==> config.mk <==
export PLATFORM = sky130hd
export DESIGN_NAME = riscv_if_fetch
export DESIGN_NICKNAME = d
export VERILOG_FILES = /design/src/rtl/riscv_state_pkg.sv /design/src/rtl/riscv_if_queue.sv /design/src/rtl/riscv_if_fetch.sv
export SDC_FILE = /design/constraint.sdc
export NUM_CORES = 1
export LEC_CHECK = 0
export CORE_AREA = 2 2 176 212
export CTS_BUF_LIST = sky130_fd_sc_hd__clkbuf_2 sky130_fd_sc_hd__clkbuf_4 sky130_fd_sc_hd__clkbuf_8
export DETAILED_ROUTE_END_ITERATION = 12
export DIE_AREA = 0 0 178 214
export REMOVE_ABC_BUFFERS = 1
export SYNTH_ARGS = -nofsm -noshare
export SYNTH_HDL_FRONTEND = slang
export SYNTH_SLANG_ARGS = --single-unit
export TNS_END_PERCENT = 30
==> constraint.sdc <==
create_clock -name clk_i -period 11.3 [get_ports clk_i]
set_input_delay 1.13 -clock clk_i [delete_from_list [all_inputs] [get_ports clk_i]]
set_output_delay 1.13 -clock clk_i [all_outputs]
set_load 0.02 [all_outputs]
==> src/rtl/riscv_state_pkg.sv <==
// Shared fetch-side types: instruction word with bubble flag and the fetch queue entry.
package riscv_state_pkg;

    localparam int          IF_XLEN   = 32;
    localparam logic [31:0] INSTR_NOP = 32'h0000_0013;

    typedef struct packed {
        logic [31:0] instr;
        logic        bubble;
    } instruction_t;

    typedef struct packed {
        logic [IF_XLEN-1:0] pc;
        logic [31:0]        instr;
        logic               misaligned;
        logic               bus_err;
    } if_entry_t;

endpackage

==> src/rtl/riscv_if_queue.sv <==
// DEPTH-entry FIFO of fetched words; flush_younger keeps only the head entry.
module riscv_if_queue
    import riscv_state_pkg::*;
#(
    parameter int DEPTH = 2,
    localparam int PW   = $clog2(DEPTH)
) (
    input  logic      clk,
    input  logic      rst,
    input  logic      push,
    input  if_entry_t push_entry,
    input  logic      pop,
    input  logic      flush_all,
    input  logic      flush_younger,
    output if_entry_t head,
    output logic      empty,
    output logic [PW:0] occupancy
);

    if_entry_t     mem [DEPTH];
    logic [PW-1:0] rd_ptr;
    logic [PW-1:0] wr_ptr;
    logic [PW:0]   count;
    logic          do_pop;

    assign do_pop    = pop && (count != '0);
    assign wr_ptr    = rd_ptr + count[PW-1:0];
    assign head      = mem[rd_ptr];
    assign empty     = (count == '0);
    assign occupancy = count;

    always_ff @(posedge clk) begin
        if (rst) begin
            rd_ptr <= '0;
            count  <= '0;
        end else if (flush_all) begin
            count <= '0;
        end else if (flush_younger) begin
            if (do_pop) begin
                rd_ptr <= rd_ptr + PW'(1);
                count  <= '0;
            end else begin
                count <= (PW+1)'(count != '0);
            end
        end else begin
            if (do_pop)
                rd_ptr <= rd_ptr + PW'(1);
            count <= count + (PW+1)'(push) - (PW+1)'(do_pop);
        end
    end

    // Storage needs no reset: the head is only observed when count is non-zero.
    always_ff @(posedge clk) begin
        if (push && !flush_all && !flush_younger)
            mem[wr_ptr] <= push_entry;
    end

endmodule

==> src/rtl/riscv_if_fetch.sv <==
// Instruction-fetch stage: PC generation, in-order imem requests, redirect handling
// and a small queue feeding pre-decode.
module riscv_if_fetch
    import riscv_state_pkg::*;
#(
    parameter int               XLEN    = 32,
    parameter logic [XLEN-1:0]  PC_INIT = 'h200,
    parameter int               DEPTH   = 2
) (
    input  logic            clk_i,
    input  logic            rst_i,
    output logic            imem_req_o,
    output logic [XLEN-1:0] imem_adr_o,
    input  logic            imem_gnt_i,
    input  logic            imem_ack_i,
    input  logic [31:0]     imem_rdata_i,
    input  logic            imem_err_i,
    input  logic            st_flush_i,
    input  logic [XLEN-1:0] st_nxt_pc_i,
    input  logic            bu_flush_i,
    input  logic [XLEN-1:0] bu_nxt_pc_i,
    input  logic            pd_latch_nxt_pc_i,
    input  logic [XLEN-1:0] pd_nxt_pc_i,
    input  logic            pd_stall_i,
    output logic [XLEN-1:0] if_pc_o,
    output instruction_t    if_insn_o,
    output logic            if_misaligned_o,
    output logic            if_bus_err_o
);

    localparam int PW = $clog2(DEPTH);
    localparam int CW = PW + 2;

    logic [XLEN-1:0] fetch_pc;
    logic [XLEN-1:0] ret_pc;
    logic [XLEN-1:0] target;
    logic [PW:0]     outstanding;
    logic [PW:0]     kill;
    logic [PW:0]     occupancy;
    logic            halted;
    logic            flush_hard;
    logic            redirect;
    logic            empty;
    logic            pop;
    logic            room;
    logic            misaligned_pc;
    logic            issue;
    logic            push_word;
    logic            push_mis;
    if_entry_t       head;
    if_entry_t       push_entry;

    always_comb begin
        flush_hard = st_flush_i | bu_flush_i;
        redirect   = flush_hard | pd_latch_nxt_pc_i;
        if (st_flush_i)
            target = st_nxt_pc_i;
        else if (bu_flush_i)
            target = bu_nxt_pc_i;
        else
            target = pd_nxt_pc_i;
    end

    // A pop this cycle frees a slot, so issue can keep pace with a 1-cycle memory.
    assign pop           = !empty && !pd_stall_i;
    assign room          = (CW'(occupancy) + CW'(outstanding) - CW'(pop)) < CW'(DEPTH);
    assign misaligned_pc = (fetch_pc[1:0] != 2'b00);

    assign imem_req_o = !rst_i && !halted && !misaligned_pc && room && !redirect;
    assign imem_adr_o = fetch_pc;
    assign issue      = imem_req_o && imem_gnt_i;

    // ret_pc tracks the PC of the next word that will survive the kill count.
    assign push_word = imem_ack_i && (kill == '0) && !redirect;
    assign push_mis  = !halted && misaligned_pc && room && !redirect && !push_word;

    always_comb begin
        push_entry.pc         = ret_pc;
        push_entry.instr      = imem_rdata_i;
        push_entry.misaligned = 1'b0;
        push_entry.bus_err    = imem_err_i;
        if (push_mis) begin
            push_entry.pc         = fetch_pc;
            push_entry.instr      = INSTR_NOP;
            push_entry.misaligned = 1'b1;
            push_entry.bus_err    = 1'b0;
        end
    end

    always_ff @(posedge clk_i) begin
        if (rst_i) begin
            fetch_pc    <= PC_INIT;
            ret_pc      <= PC_INIT;
            outstanding <= '0;
            kill        <= '0;
            halted      <= 1'b0;
        end else begin
            outstanding <= outstanding + (PW+1)'(issue) - (PW+1)'(imem_ack_i);
            if (redirect) begin
                fetch_pc <= target;
                ret_pc   <= target;
                halted   <= 1'b0;
                kill     <= outstanding - (PW+1)'(imem_ack_i);
            end else begin
                if (issue)
                    fetch_pc <= fetch_pc + XLEN'(4);
                if (imem_ack_i && (kill != '0))
                    kill <= kill - (PW+1)'(1);
                if (push_word)
                    ret_pc <= ret_pc + XLEN'(4);
                if ((push_word && imem_err_i) || push_mis)
                    halted <= 1'b1;
            end
        end
    end

    riscv_if_queue #(.DEPTH(DEPTH)) u_queue (
        .clk           (clk_i),
        .rst           (rst_i),
        .push          (push_word | push_mis),
        .push_entry    (push_entry),
        .pop           (pop),
        .flush_all     (flush_hard),
        .flush_younger (pd_latch_nxt_pc_i && !flush_hard),
        .head          (head),
        .empty         (empty),
        .occupancy     (occupancy)
    );

    assign if_pc_o          = empty ? ret_pc : head.pc;
    assign if_insn_o.instr  = empty ? INSTR_NOP : head.instr;
    assign if_insn_o.bubble = empty;
    assign if_misaligned_o  = !empty && head.misaligned;
    assign if_bus_err_o     = !empty && head.bus_err;

    always_ff @(posedge clk_i) begin
        if (!rst_i)
            assert (CW'(occupancy) + CW'(outstanding) <= CW'(DEPTH));
    end

endmodule

==> metrics.cfg, run 1 <==
[floorplanning]
die_area_sq_um=38090
placement_rows=76
die_y_um=214
placeable_area_sq_um=35850
initial_core_util=0.2979
boundaryPins=237
die-width_um=178

[critical_path]
crit_type=reg -> out
regToRegSetupSlack_ps=6310
setup.worst_path.end_class=output pin
path_cells=inv_1 > nand2_1 > clkinv_2 > nor2_1 > ha_1 > nand2b_1 > fa_1 > nor4b_4 > and3_1 > clkdlybuf4s50_1
timing.critical_path.arrival_ps=4120
worstSetupStartpointType=flop
crit_path_top_delay_cell=sky130_fd_sc_hd__clkdlybuf4s50_1
cp_data_required_time_ps=10170
cp_slowest_stage_delay_ps=630
timing.critical_path.fanout_max=38

[timing]
setup_repair_after_global_routing_missed_its_margin=false
finalCritPeriodShare=0.4643
final-setup-viol-count=0
finalWorstSetupSlack_ps=6054
slew_viol_final=0
finalCriticalPeriod_ps=5246
max_clock_freq_mhz=190.6
finalSetupTns_ps=0
measured_slew_at_the_worst_slew_check_pin_ps=1219
max-slew-margin-rel=0.1805
hold_viol=0
worst_hold_slack_ps=509.6
timing.clock.skew_ps=28.36

[routing]
remaining_drc_errors=0
routed-via-count=9289
viasPerCell=5.257
routed_wire_length_per_instance_um=20.00
detail_route.wirelength_um=35340
drt_iter0_drc=555
ant_nets=0
firstDrtPassIters=5

[cts]
clk_pin_slew_worst_paths_ps=60
clk_path_buf_depth=3
worst_skew_pair.late_latency_ps=540
post_cts.repair.setup_buffers=0
tritoncts.num_buffers=36
cts_hold_buffers=0
clock-root-buffer=sky130_fd_sc_hd__clkbuf_8
cts.htree.levels=2
post_cts.resized_instances=0
tritoncts=yes
cts.sinks=203

[placed_design]
globalplace.congestion=0.8544
placed_cell_area_sq_um=13390
detailedPlacementHpwl_um=24110
i_o_buffers=236
preCtsSetupSlack_ps=5987

[global_route]
antenna_found_initial=0
grt.overflow.total=0
global_route_wire_length_before_repair_um=53100
grt_start_max_net_pins=67
grt_pass1_vias=9177
global_route.usage.total=0.1799

[synthesis]
avgSynthCellArea_sq_um=10.02
synth-edff-count=132
ys_ff_latch=203
async_flop_share=0
yosys_warnings=0
synthCells=1066
dominantRegCellSynth=sky130_fd_sc_hd__edfxtp_1
mappedNetlistArea_sq_um=10680
synth.lib_cells_used.distinct=68
synth_sequential_area_ratio=0.5042

[run]
number_of_maximum_capacitance_constraint_violations=0

[cells_and_area]
n_fill_cell=3492
layout.cell_area.non_filler_sq_um=14110
area.growth.synth_to_final_pct=32.09
most-common-layout-cells=sky130_fd_sc_hd__clkdlybuf4s50_1 (233), sky130_fd_sc_hd__edfxtp_1 (132), sky130_fd_sc_hd__o21ai_0 (96), sky130_fd_sc_hd__nand2_1 (93), sky130_fd_sc_hd__nor2_1 (85)
final_layout_size_suffix_gt1_frac=0.1039
antenna_cells=0
layout.nets=1420
layout_commonest_cell=sky130_fd_sc_hd__clkdlybuf4s50_1
layout.core_utilization=0.3935

[power_and_ir_drop]
ir_worst_vdd_uv=63.35
power_leakage_uw=0.004627
powerDensity_nw_per_um2=128.0

[worst_hold_path]
timing.hold.worst.class=reg -> reg

[status]
run_status=completed

[routing by layer]
metal  up-vias  routed length, um  GRT usage
met3        71               2240    0.03248
li1       4390                  -          -
met1      4469              14630     0.2200
met4         0               1189    0.07268
met5         -                  0          0
met2       359              17280     0.3096
[Yosys cell counts (all sizes together) (7+ instances only)]
library cell,number,area [sq um]
buf,34,171.4
mux2i,68,680.7
nand3b,8,60.06
nor4,26,183.9
nand4,27,198.9
xnor2,8,70.07
and3,11,68.82
nor2b,41,256.5
clkbuf,48,182.7
ha,10,125.1
a22oi,17,127.6
inv,33,123.9
edfxtp,132,3964
dfxtp,71,1421
a21oi,48,240.2
mux2,27,304.0
nor2,87,329.1
nand3,25,125.1
and4,11,96.34
xor2,7,61.31
o21ai,99,506.7
a211oi,24,180.2
nand2,93,349.1
nor3,25,136.4
a31oi,11,68.82
[power by group]
group	switching, uW	internal (uW)	total (uW)
Combinational	141	127	267
Clock	311	371	682
Sequential	37.4	819	857
[cell type report]
type                            count  area, sq um  area share
Multi-Input combinational cell    746         4830      0.3423
Clock buffer                       52        646.9     0.04585
Inverter                           35        132.6    0.009401
Sequential cell                   203         5389      0.3820
Timing Repair Buffer              250         2452      0.1738
Tap cell                          468        585.6     0.04151
Clock inverter                     13        71.32    0.005055
[cells by family (layout without fill, tap and decap cells)]
logic type | count (synthesis) | in the layout | synth area share
and+or+nand+nor | 372 | 372 | 0.1822
AOI/OAI and AO/OA | 253 | 253 | 0.1501
DFF | 203 | 203 | 0.5042
buffers and inverters | 117 | 350 | 0.04546
muxes | 95 | 95 | 0.09220
xor gates and xnor gates | 15 | 15 | 0.01230
adders and majority gates | 11 | 11 | 0.01359
[metrics by stage]
step	cells	total power (uW)
after floorplan	984	990.4
after global placement	1702	1132
after detailed placement	1702	1139
after CTS	1767	1823
after global routing	1767	1874
final	1767	1806
[worst max-delay path: cells and delay by family, from the launching register on]
kind	cells	cell delay, ps
adder cells (fa/ha/maj)	2	790
flip-flops	1	360
buffers and inverters	3	1170
AND/OR/NAND/NOR	5	1260
[registers in the layout (all words and copies together) (netlist names), named ones only]
name               count
halted                 1
imem_adr_o            31
kill                   2
outstanding            2
ret_pc                31
u_queue.mem          132
u_queue.occupancy      2
u_queue.rd_ptr         1
[final timing paths]
| check | endpoint | startpoint | cells past startpoint |
|---|---|---|---|
| worst max-delay path | imem_req_o | u_queue.occupancy[0]$_SDFF_PP0_ | 10 |
| worst min-delay path | ret_pc[13]$_SDFFE_PP0P_ | ret_pc[13]$_SDFFE_PP0P_ | 2 |
| worst max register to register | u_queue.mem[1][39]$_DFFE_PP_ | u_queue.occupancy[0]$_SDFF_PP0_ | 12 |
| worst min register to register | ret_pc[13]$_SDFFE_PP0P_ | ret_pc[13]$_SDFFE_PP0P_ | 2 |
Power figures use the tool's default switching activity.
==> run 2: changes to the inputs <==
==> constraint.sdc (replaced) <==
create_clock -name clk_i -period 4.8 [get_ports clk_i]
set_input_delay 0.48 -clock clk_i [delete_from_list [all_inputs] [get_ports clk_i]]
set_output_delay 0.48 -clock clk_i [all_outputs]
set_load 0.02 [all_outputs]
==> run 2 against run 1 <==
Compared with the run above:
- first-iteration DRC count is 24% higher
- critical path type unchanged
- non-clock buffer count increased by 10
- flip-flop and latch count unchanged
==> metrics.cfg, run 2 (synthesized netlist as in run 1, its figures left out) <==
[status]
run_status=completed

[floorplanning]
initial_core_util=0.2979
placeable_area_sq_um=35850
die_area_sq_um=38090
placement_rows=76
boundaryPins=237
die-width_um=178
die_y_um=214

[cts]
clock-root-buffer=sky130_fd_sc_hd__clkbuf_8
clk_path_buf_depth=3
tritoncts.num_buffers=35
cts.htree.levels=2
cts.sinks=203
clk_pin_slew_worst_paths_ps=60
tritoncts=yes
cts_hold_buffers=0
post_cts.resized_instances=0
worst_skew_pair.late_latency_ps=540
post_cts.repair.setup_buffers=0

[critical_path]
cp.depth=10
timing.critical_path.max_delay_family=simple AND/OR/NAND/NOR gates
worst-path-buf-inv=3
reg2regPathDepth=12
timing.critical_path.arrival_ps=3550
cp_data_required_time_ps=4320
crit_type=reg -> out
crit_path_top_delay_cell=sky130_fd_sc_hd__clkdlybuf4s50_1
setup.worst_path.end_class=output pin
timing.critical_path.fanout_max=6
worstSetupStartpointType=flop
cp_slowest_stage_delay_ps=620
path_cells=inv_1 > nand2_1 > clkinv_2 > nor2_1 > ha_1 > nand2b_1 > fa_1 > nor4b_4 > and3_1 > clkdlybuf4s50_1

[timing]
finalCritPeriodShare=0.8400
finalSetupTns_ps=0
setup_repair_after_global_routing_missed_its_margin=false
max-slew-margin-rel=0.3508
finalCriticalPeriod_ps=4032
timing.clock.skew_ps=19.32
max_clock_freq_mhz=248.0
hold_viol=0
worst_hold_slack_ps=499.9
slew_viol_final=0
final-setup-viol-count=0
measured_slew_at_the_worst_slew_check_pin_ps=973.9

[routing]
detail_route.wirelength_um=34960
viasPerCell=5.197
firstDrtPassIters=5
drt_iter0_drc=687
remaining_drc_errors=0
routed-via-count=9214
ant_nets=0
routed_wire_length_per_instance_um=19.72

[cells_and_area]
layout.nets=1429
layout.cell_area.non_filler_sq_um=14190
top_register=u_queue.mem
layout_commonest_cell=sky130_fd_sc_hd__clkdlybuf4s50_1
antenna_cells=0
final_layout_size_suffix_gt1_frac=0.1103
largest_register_ffs=132
area.growth.synth_to_final_pct=32.87
most-common-layout-cells=sky130_fd_sc_hd__clkdlybuf4s50_1 (233), sky130_fd_sc_hd__edfxtp_1 (132), sky130_fd_sc_hd__o21ai_0 (96), sky130_fd_sc_hd__nand2_1 (93), sky130_fd_sc_hd__nor2_1 (85)

[placed_design]
detailedPlacementHpwl_um=24180
globalplace.congestion=0.8777
placed_cell_area_sq_um=13490
i_o_buffers=236

[power_and_ir_drop]
power_report.internal_total_uw=3112
power.total_uw=4223
share_seq_of_total_power=0.477
combinationalPowerShare=0.151
power_leakage_uw=0.004686
p_clk_frac=0.372
power.share.switching=0.2631
power.switching_uw=1111
ir_worst_vdd_uv=120.9
powerDensity_nw_per_um2=297.6

[global_route]
grt_start_max_net_pins=98
global_route.usage.total=0.1832
antenna_found_initial=0
grt_pass1_vias=9253
global_route_wire_length_before_repair_um=53960
grt.overflow.total=0

[worst_hold_path]
timing.hold.worst.class=reg -> reg
timing.hold.worst_path_depth=2

[run]
number_of_maximum_capacitance_constraint_violations=0

## run 2: cell types whose count changed in the layout (fill, tap and decap cells not counted), sizes merged
cell      delta
buf         +10
clkbuf       +1
clkinv       -3
clkinvlp     -2
## run 2: power by group through the flow
stage	registers, uW	clock network (uW)	logic (uW)
2_1_floorplan	2040	0	287
3_3_place_gp	2050	0	626
3_5_place_dp	2050	0	636
4_1_cts	2010	1620	640
5_1_grt	2030	1680	698
6_report	2020	1570	636
## run 2: cell type report
type	instances	area, sq um
timing repair buffer	260	2552
sequential	203	5389
tap	468	585.6
inverter	35	132.6
fill	3574	21660
clock inverter	8	41.29
multi-input combinational	746	4830
clock buffer	53	660.6
## run 2: path summary, 6_finish.rpt
| kind | startpoint | slack [ps] | endpoint |
|---|---|---|---|
| setup reg to reg | u_queue.occupancy[0]$_SDFF_PP0_ | 960 | u_queue.mem[1][43]$_DFFE_PP_ |
| hold reg to reg | ret_pc[13]$_SDFFE_PP0P_ | 500 | ret_pc[13]$_SDFFE_PP0P_ |
| setup / recovery | u_queue.occupancy[0]$_SDFF_PP0_ | 770 | imem_req_o |
| hold / removal | ret_pc[13]$_SDFFE_PP0P_ | 500 | ret_pc[13]$_SDFFE_PP0P_ |
## run 2: through the flow
step / std cells / setup WS (ps) / util
final: 1773 / 768.0 / 0.3959
after global routing: 1773 / 545.6 / 0.3959
after CTS: 1773 / 769.2 / 0.3959
after detailed placement: 1712 / 760.9 / 0.3763
after global placement: 1712 / 866.6 / 0.3763
after floorplan: 984 / -2423 / -
## run 2: worst min-delay path, delay by kind of cell, from the launching register on
family / cells / cell delay (ps)
buf+inv: 1 / 70
flops: 1 / 330
compound gates: 1 / 50
## run 2: routing by layer
metal / part of all wire / vias up / global-route usage
met4: 0.035 / 0 / 0.07514
met2: 0.49 / 359 / 0.3106
met5: 0 / - / 0
met3: 0.067 / 76 / 0.03798
li1: - / 4417 / -
met1: 0.41 / 4362 / 0.2244
==> run 3: changes to the inputs <==
==> constraint.sdc (replaced) <==
create_clock -name clk_i -period 4 [get_ports clk_i]
set_input_delay 0.4 -clock clk_i [delete_from_list [all_inputs] [get_ports clk_i]]
set_output_delay 0.4 -clock clk_i [all_outputs]
set_load 0.02 [all_outputs]
==> run 3 against run 2 <==
Compared with the run above:
- clock power grew 30%
- register-to-register slack worse by 440 ps
- via count increased by 1.6%
- total power increased by 24%
- global-route usage fell by 0.28 points
- first-iteration DRC count decreased by 14%
- flip-flop and latch count did not move
- final cell count increased by 0.51%
- critical endpoint is now imem_adr_o[17]$_SDFFE_PP0P_
- largest cell class unchanged
- highest routed layer unchanged
==> metrics.cfg, run 3 (synthesized netlist as in run 1, its figures left out) <==
[critical_path]
worstSetupStartpointType=flop
timing.critical_path.arrival_ps=3910
cp_data_required_time_ps=4430
reg2regPathDepth=14
rr_startpoint=u_queue.occupancy[0]$_SDFF_PP0_
worstReg2RegEnd=imem_adr_o[17]$_SDFFE_PP0P_
setup.worst_path.end_class=flop
timing.critical_path.from=u_queue.occupancy[0]$_SDFF_PP0_
regToRegSetupSlack_ps=520
timing.critical_path.fanout_max=16
crit_type=reg -> reg

[cts]
clk_path_buf_depth=3
tritoncts.num_buffers=35
cts.sinks=203
clk_pin_slew_worst_paths_ps=60
clock-root-buffer=sky130_fd_sc_hd__clkbuf_8
worst_skew_pair.late_latency_ps=550
cts.htree.levels=2
tritoncts=yes

[routing]
routed-via-count=9364
ant_nets=0
firstDrtPassIters=5
remaining_drc_errors=0
detail_route.wirelength_um=35170
viasPerCell=5.255
routed_wire_length_per_instance_um=19.73
drt_iter0_drc=593

[timing]
finalCritPeriodShare=0.8705
timing.clock.skew_ps=18.36
hold_viol=0
max_clock_freq_mhz=287.2
setup_repair_after_global_routing_missed_its_margin=false
slew_viol_final=0
finalWorstSetupSlack_ps=518.0
finalCriticalPeriod_ps=3482
final-setup-viol-count=0
measured_slew_at_the_worst_slew_check_pin_ps=1010
max-slew-margin-rel=0.3264

[worst_hold_path]
timing.hold.worst.class=in -> reg
holdPathEnd=imem_adr_o[31]$_SDFFE_PP0P_
hold_start=rst_i
timing.hold.worst_path_depth=4

[placed_design]
preCtsSetupSlack_ps=372.8
placed_cell_area_sq_um=13590
globalplace.congestion=0.8607
detailedPlacementHpwl_um=24730
i_o_buffers=236

[cells_and_area]
layout.cell_area.non_filler_sq_um=14340
most-common-layout-cells=sky130_fd_sc_hd__clkdlybuf4s50_1 (232), sky130_fd_sc_hd__edfxtp_1 (132), sky130_fd_sc_hd__o21ai_0 (96), sky130_fd_sc_hd__nand2_1 (93), sky130_fd_sc_hd__nor2_1 (85)
final_layout_size_suffix_gt1_frac=0.1157
antenna_cells=0
area.growth.synth_to_final_pct=34.30
largest_register_ffs=132
layout.nets=1437
n_fill_cell=3493
top_register=u_queue.mem
layout_commonest_cell=sky130_fd_sc_hd__clkdlybuf4s50_1

[global_route]
grt_pass1_vias=9141
globalRoute.busiestLayer=met2
grtUsageMet3=0.03443
met1_usage=0.2153
global_route_wire_length_before_repair_um=52930
grt_start_max_net_pins=98
antenna_found_initial=0
grt.overflow.total=0
grt_use_met2=0.3180
global_route.usage.total=0.1804

[floorplanning]
die-width_um=178
boundaryPins=237
die_y_um=214
initial_core_util=0.2979
placement_rows=76
die_area_sq_um=38090
placeable_area_sq_um=35850

[status]
run_status=completed

[power_and_ir_drop]
power_leakage_uw=0.004778
powerDensity_nw_per_um2=365.5
ir_worst_vdd_uv=152.3

[run]
number_of_maximum_capacitance_constraint_violations=0

## run 3: routing by layer
layer / part of all wire / wire (um) / vias up
li1: - / - / 4428
met1: 0.40 / 13970 / 4504
met2: 0.50 / 17700 / 366
met3: 0.068 / 2390 / 66
met4: 0.032 / 1114 / 0
met5: 0 / 0 / -
## run 3: repair_timing
item	in CTS	in global routing
endpoints found under the setup margin	0	1
buffers inserted	0	1
hold buffers	0	0
resized for setup	0	1
## run 3: cell type report
cell class | count | area [sq um] | area share
clock buffer | 51 | 614.3 | 0.04283
clock inverter | 11 | 127.6 | 0.008897
inverter | 35 | 132.6 | 0.009246
multi-input combinational | 746 | 4830 | 0.3367
sequential | 203 | 5389 | 0.3757
tap | 468 | 585.6 | 0.04082
timing repair buffer | 268 | 2665 | 0.1858
## run 3: power breakdown
part	internal, uW	total, uW	leakage, uW	switching, uW
Combinational	382	785	0.00258	403
Sequential	2310	2420	0.00180	105
Clock	1180	2040	0.000399	858
## run 3: critical path: stages (launching register included)
cell and delay (ps):
sky130_fd_sc_hd__dfxtp_1 360, sky130_fd_sc_hd__inv_1 70, sky130_fd_sc_hd__nand2_1 190, sky130_fd_sc_hd__clkinv_2 90
sky130_fd_sc_hd__nor2_1 140, sky130_fd_sc_hd__ha_1 250, sky130_fd_sc_hd__nand2b_1 160, sky130_fd_sc_hd__fa_1 520
sky130_fd_sc_hd__nor4b_4 210, sky130_fd_sc_hd__buf_4 170, sky130_fd_sc_hd__nand3_1 70, sky130_fd_sc_hd__buf_4 190
sky130_fd_sc_hd__o21ai_4 380, sky130_fd_sc_hd__o21ai_0 170, sky130_fd_sc_hd__a2111oi_1 380
## run 3: how the worst max path moves through the flow
stage / endpoint / slack (ps) / depth (start not counted)
global placement: u_queue.occupancy[0]$_SDFF_PP0_ / 440 / 15
CTS: imem_req_o / 50 / 10
global route: imem_adr_o[17]$_SDFFE_PP0P_ / 150 / 14
floorplan: u_queue.mem[1][0]$_DFFE_PP_ / -3220 / 12
finish: imem_adr_o[17]$_SDFFE_PP0P_ / 520 / 14
detailed placement: imem_adr_o[17]$_SDFFE_PP0P_ / 370 / 11
## run 3: through the flow
| step | utilization | TNS (ps) | power, uW | hold slack (ps) | std cells |
|---|---|---|---|---|---|
| 2_1_floorplan | - | -580230 | 2798 | 461.6 | 984 |
| 3_3_place_gp | 0.3791 | 0 | 3225 | 484.3 | 1719 |
| 3_5_place_dp | 0.3791 | 0 | 3240 | 494.0 | 1719 |
| 4_1_cts | 0.3998 | 0 | 5293 | 295.6 | 1781 |
| 5_1_grt | 0.4001 | 0 | 5457 | 339.7 | 1782 |
| 6_report | 0.4001 | 0 | 5243 | 307.9 | 1782 |
==> edit 1, RTL diff (settings of run 1) <==
`DEPTH` is set to 2 in 2 places; all go to 4.
--- a/src/rtl/riscv_if_queue.sv
+++ b/src/rtl/riscv_if_queue.sv
@@ -2,7 +2,7 @@
 module riscv_if_queue
     import riscv_state_pkg::*;
 #(
-    parameter int DEPTH = 2,
+    parameter int DEPTH = 4,
     localparam int PW   = $clog2(DEPTH)
 ) (
     input  logic      clk,
--- a/src/rtl/riscv_if_fetch.sv
+++ b/src/rtl/riscv_if_fetch.sv
@@ -5,7 +5,7 @@
 #(
     parameter int               XLEN    = 32,
     parameter logic [XLEN-1:0]  PC_INIT = 'h200,
-    parameter int               DEPTH   = 2
+    parameter int               DEPTH   = 4
 ) (
     input  logic            clk_i,
     input  logic            rst_i,
Formal check against the unedited RTL: not equivalent (Yosys sat finds a counterexample within 4 cycles, from zero or initial values and one cycle with rst_i high).
==> edit 1 against run 1 <==
- non-clock buffer count up 10
- via count increased by 20%
- cell area increased by 41%
- utilization up 16 points
- wire length increased by 25%
- setup slack improved by 26 ps
- count of clock-buffer cells in the layout grew 29
- sequential cell count rose by 137
- power rose by 54%
- sequential share of layout area rose by 9.4 points
- final cell count increased by 8.1%
- clock power rose by 48%
- area after synthesis up 50%
- register-to-register slack better by 560 ps
- critical path type is now in2out
- largest cell class unchanged
- largest power group unchanged
==> edit 1: results (changes against run 1) <==
{
  "layout": {
    "multi_input_gate_share_of_total_cell_area": {"value": 30.9, "unit": "%", "change": "was 34.2%"},
    "final.signal_inverter_count": {"value": 31, "change": "was 35"},
    "nMultiInputCombCells": {"value": 719, "change": "was 746"},
    "clockNetworkAreaShare": {"value": 5.18, "unit": "%", "change": "was 5.09%"},
    "nNetsFinal": {"value": 1558, "change": "was 1420"}
  },
  "global_routing": {
    "grt_pass1_vias": {"value": 11300, "change": "was 9177"},
    "globalRouteTotalUtil": {"value": 23.1, "unit": "%", "change": "was 18.0%"},
    "grt_use_met3": {"value": 3.92, "unit": "%", "change": "was 3.25%"},
    "groute.layer.met2.usage": {"value": 39.7, "unit": "%", "change": "was 31.0%"},
    "grt.met1_usage": {"value": 30.2, "unit": "%", "change": "was 22.0%"}
  },
  "power_and_ir_drop": {
    "peakVddDrop": {"value": 77.1, "unit": "uV", "change": "was 63.4 uV"},
    "clock_net_power": {"value": 1.01, "unit": "mW", "change": "was 682 uW"},
    "powerDensity": {"value": 140, "unit": "nW/um^2", "change": "was 128 nW/um^2"}
  },
  "detailed_routing": {
    "m1WireLength": {"value": 18200, "unit": "microns", "change": "was 14600 microns"}
  },
  "placed_design": {
    "finalWeightedCongestion": {"value": 0.811, "change": "was 0.854"},
    "dp_cells": {"value": 1818, "change": "was 1702"},
    "place_hpwl": {"value": 27600, "unit": "microns", "change": "was 24100 microns"}
  },
  "synthesis": {
    "ys_top_cells_by_count": {"value": "sky130_fd_sc_hd__edfxtp_1, sky130_fd_sc_hd__dfxtp_1, sky130_fd_sc_hd__nor2b_1, sky130_fd_sc_hd__mux4_2, sky130_fd_sc_hd__mux2_2", "change": "was sky130_fd_sc_hd__edfxtp_1, sky130_fd_sc_hd__o21ai_0, sky130_fd_sc_hd__nand2_1, sky130_fd_sc_hd__nor2_1, sky130_fd_sc_hd__dfxtp_1"},
    "muxShareOfSynthArea": {"value": 13.9, "unit": "%", "change": "was 9.22%"},
    "number_of_synthesized_flops_with_an_enable_pin": {"value": 264, "change": "was 132"},
    "synth_compound_area_share": {"value": 11.0, "unit": "%", "change": "was 15.0%"},
    "yosys-top-cells-area": {"value": "sky130_fd_sc_hd__edfxtp_1, sky130_fd_sc_hd__dfxtp_1, sky130_fd_sc_hd__mux4_2", "change": "was sky130_fd_sc_hd__edfxtp_1, sky130_fd_sc_hd__dfxtp_1, sky130_fd_sc_hd__mux2i_1"}
  },
  "setup_path": {
    "timing.critical_path.arrival": {"value": 4090, "unit": "ps", "change": "was 4120 ps"}
  },
  "status": {
    "outcome": {"value": "finished, final reports clean", "change": "unchanged"}
  },
  "clock_network": {
    "cts-buffers-inserted": {"value": 51, "change": "was 36"}
  }
}
edit 1: cell count changes after synthesis, sizes merged, moves of 10 or more:
cell,before,now
o21a,1,11
nand2,93,52
nor2,87,45
nor2b,41,67
o21ai,99,45
nand4,27,17
edfxtp,132,264
a2bb2oi,1,12
mux2i,68,4
mux2,27,62
mux4,0,66
o221a,3,15
edit 1: tightest hold or removal path, stage by stage (launching register included):
cell and delay [ps]:
sky130_fd_sc_hd__dfxtp_1 360, sky130_fd_sc_hd__inv_1 70, sky130_fd_sc_hd__a211oi_1 50
edit 1: path summary, 6_finish.rpt:
| path | from | endpoint | slack [ps] | depth (start not counted) |
|---|---|---|---|---|
| worst max-delay path | pd_stall_i | imem_req_o | 6080 | 10 |
| worst min-delay path | ret_pc[11] | ret_pc[11] | 530 | 2 |
| worst max register to register | u_queue.occupancy[1] | u_queue.mem[0][47] | 6870 | 10 |
| worst min register to register | ret_pc[11] | ret_pc[11] | 530 | 2 |
==> edit 2, RTL diff (flow settings as in run 1) <==
Without the edit above. Register the output `if_bus_err_o`, with the module's reset; this adds one clock of latency there. The other outputs are not delayed to match.
--- a/src/rtl/riscv_if_fetch.sv
+++ b/src/rtl/riscv_if_fetch.sv
@@ -131,7 +131,13 @@
     assign if_insn_o.instr  = empty ? INSTR_NOP : head.instr;
     assign if_insn_o.bubble = empty;
     assign if_misaligned_o  = !empty && head.misaligned;
-    assign if_bus_err_o     = !empty && head.bus_err;
+    always_ff @(posedge clk_i) begin
+        if (rst_i) begin
+            if_bus_err_o <= '0;
+        end else begin
+            if_bus_err_o <= !empty && head.bus_err;
+        end
+    end
 
     always_ff @(posedge clk_i) begin
         if (!rst_i)
Check against the original RTL: not equivalent (Yosys sat finds a counterexample within 4 cycles, from zero or initial values and one cycle with rst_i high).
==> edit 2 against run 1 <==
- sequential cell count up 1
- power about the same
- setup slack better by 270 ps
- count of clock-buffer cells in the layout up 2
- area after synthesis down 0.40%
- synthesized cell count unchanged
- maximum frequency up 5.5%
- cell area down 0.36%
- wire length up 0.99%
- via count down 1.0%
- highest routed layer unchanged
==> edit 2: results (changes against run 1) <==
{
  "status": {
    "outcome": {"value": "finished, final reports clean", "change": "unchanged"}
  },
  "global_routing": {
    "grt_pass1_vias": {"value": 9201, "change": "was 9177"},
    "first_pass_grt_wire_length": {"value": 54100, "unit": "microns", "change": "was 53100 microns"},
    "grt_max_degree": {"value": 98, "change": "was 67"},
    "globalRouteTotalUtil": {"value": 18.4, "unit": "%", "change": "was 18.0%"},
    "grt_antenna_before_repair": {"value": 2, "change": "was 0"}
  },
  "timing": {
    "slew_headroom": {"value": 21.2, "unit": "%", "change": "was 18.1%"},
    "clock-skew-final": {"value": 20.2, "unit": "ps", "change": "was 28.4 ps"}
  },
  "synthesis": {
    "synth_sequential_area_ratio": {"value": 50.8, "unit": "%", "change": "was 50.4%"},
    "post_synth_num_cell_types": {"value": 66, "change": "was 68"},
    "yosys-top-cells-area": {"value": "sky130_fd_sc_hd__edfxtp_1, sky130_fd_sc_hd__dfxtp_1, sky130_fd_sc_hd__mux2i_1", "change": "unchanged"},
    "ys_top_cells_by_count": {"value": "sky130_fd_sc_hd__edfxtp_1, sky130_fd_sc_hd__nand2_1, sky130_fd_sc_hd__o21ai_0, sky130_fd_sc_hd__dfxtp_1, sky130_fd_sc_hd__nor2_1", "change": "was sky130_fd_sc_hd__edfxtp_1, sky130_fd_sc_hd__o21ai_0, sky130_fd_sc_hd__nand2_1, sky130_fd_sc_hd__nor2_1, sky130_fd_sc_hd__dfxtp_1"},
    "postSynth.topFlopCell": {"value": "sky130_fd_sc_hd__edfxtp_1", "change": "unchanged"},
    "number_of_synthesized_flops_with_an_enable_pin": {"value": 132, "change": "unchanged"}
  },
  "detailed_routing": {
    "drt_wl_total": {"value": 35700, "unit": "microns", "change": "was 35300 microns"},
    "drt-vias-per-instance": {"value": 5.21, "change": "was 5.26"},
    "iteration_0_drc_markers": {"value": 639, "change": "was 555"},
    "first_drt_pass_iteration_count": {"value": 6, "change": "was 5"}
  },
  "power_and_ir_drop": {
    "power.internal": {"value": 1.33, "unit": "mW", "change": "was 1.32 mW"},
    "peakVddDrop": {"value": 49.7, "unit": "uV", "change": "was 63.4 uV"},
    "leakage": {"value": 4.56, "unit": "nW", "change": "was 4.63 nW"}
  },
  "clock_network": {
    "cts.reportedPaths.clkPinSlew_ps": 50
  },
  "placed_design": {
    "io_buffers": {"value": 236, "change": "unchanged"},
    "finalWeightedCongestion": {"value": 0.896, "change": "was 0.854"},
    "place_hpwl": {"value": 24100, "unit": "microns", "change": "about the same"},
    "worst_slack_after_detailed_placement": {"value": 6000, "unit": "ps", "change": "was 5990 ps"}
  },
  "layout": {
    "nNetsFinal": {"value": 1421, "change": "was 1420"},
    "drive_gt1_share": {"value": 9.87, "unit": "%", "change": "was 10.4%"},
    "fillCellCount": {"value": 3579, "change": "was 3492"}
  },
  "setup_path": {
    "critical_path_peak_fanout": {"value": 4, "change": "was 38"}
  }
}
## edit 2: kinds of logic after synthesis
kind of cell	Yosys count	synth area share, %
adders and majority gates	11	1.36
and+or+nand+nor	380	18.5
muxes	93	9.02
AOI/OAI and AO/OA	251	14.7
buffers and inverters	110	4.18
xor gates and xnor gates	17	1.40
DFF	204	50.8
## edit 2: layout make-up
cell class / count / area, sq um / share of cell area, %
multi-input cells: 752 / 4810 / 34.2
flip-flops and latches: 204 / 5410 / 38.5
clock buffers: 54 / 662 / 4.71
well taps: 468 / 586 / 4.17
clock inverters: 8 / 35.0 / 0.249
inverters: 31 / 116 / 0.828
repair buffers: 248 / 2440 / 17.3
## edit 2: final timing paths
kind,from,end,slack (ps),cells after the start
hold reg to reg,halted,halted,500,2
setup reg to reg,u_queue.occupancy[0],u_queue.mem[1][60],6960,13
setup / recovery,pd_stall_i,imem_req_o,6330,8
hold / removal,halted,halted,500,2
## edit 2: stage by stage
step                      power (mW)  area [sq um]  hold slack (ps)  utilization (%)  std cells
after floorplan                0.998         10300              457                -        987
after global placement          1.15         13400              482             37.3       1703
after detailed placement        1.15         13400              489             37.3       1703
after CTS                       1.83         14100              496             39.2       1765
after global routing            1.89         14100              508             39.2       1765
final                           1.81         14100              502             39.2       1765
## edit 2: worst max-delay path: cells and delay by family
family	cells	cell delay, ps
adders and majority gates	2	750
buffers and inverters	2	1070
and+or+nand+nor	4	890
## edit 2: power by group through the flow
stage / clock network [mW] / registers [mW] / logic [mW]
floorplan: 0 / 0.874 / 0.124
global placement: 0 / 0.876 / 0.270
detailed placement: 0 / 0.877 / 0.274
CTS: 0.690 / 0.862 / 0.275
global route: 0.724 / 0.866 / 0.298
finish: 0.671 / 0.862 / 0.274
## edit 2: per-layer routing
layer	GRT usage, %	wire, microns
met3	3.57	2590
met4	5.52	893
met2	31.0	17100
met5	0	0
met1	23.9	15100
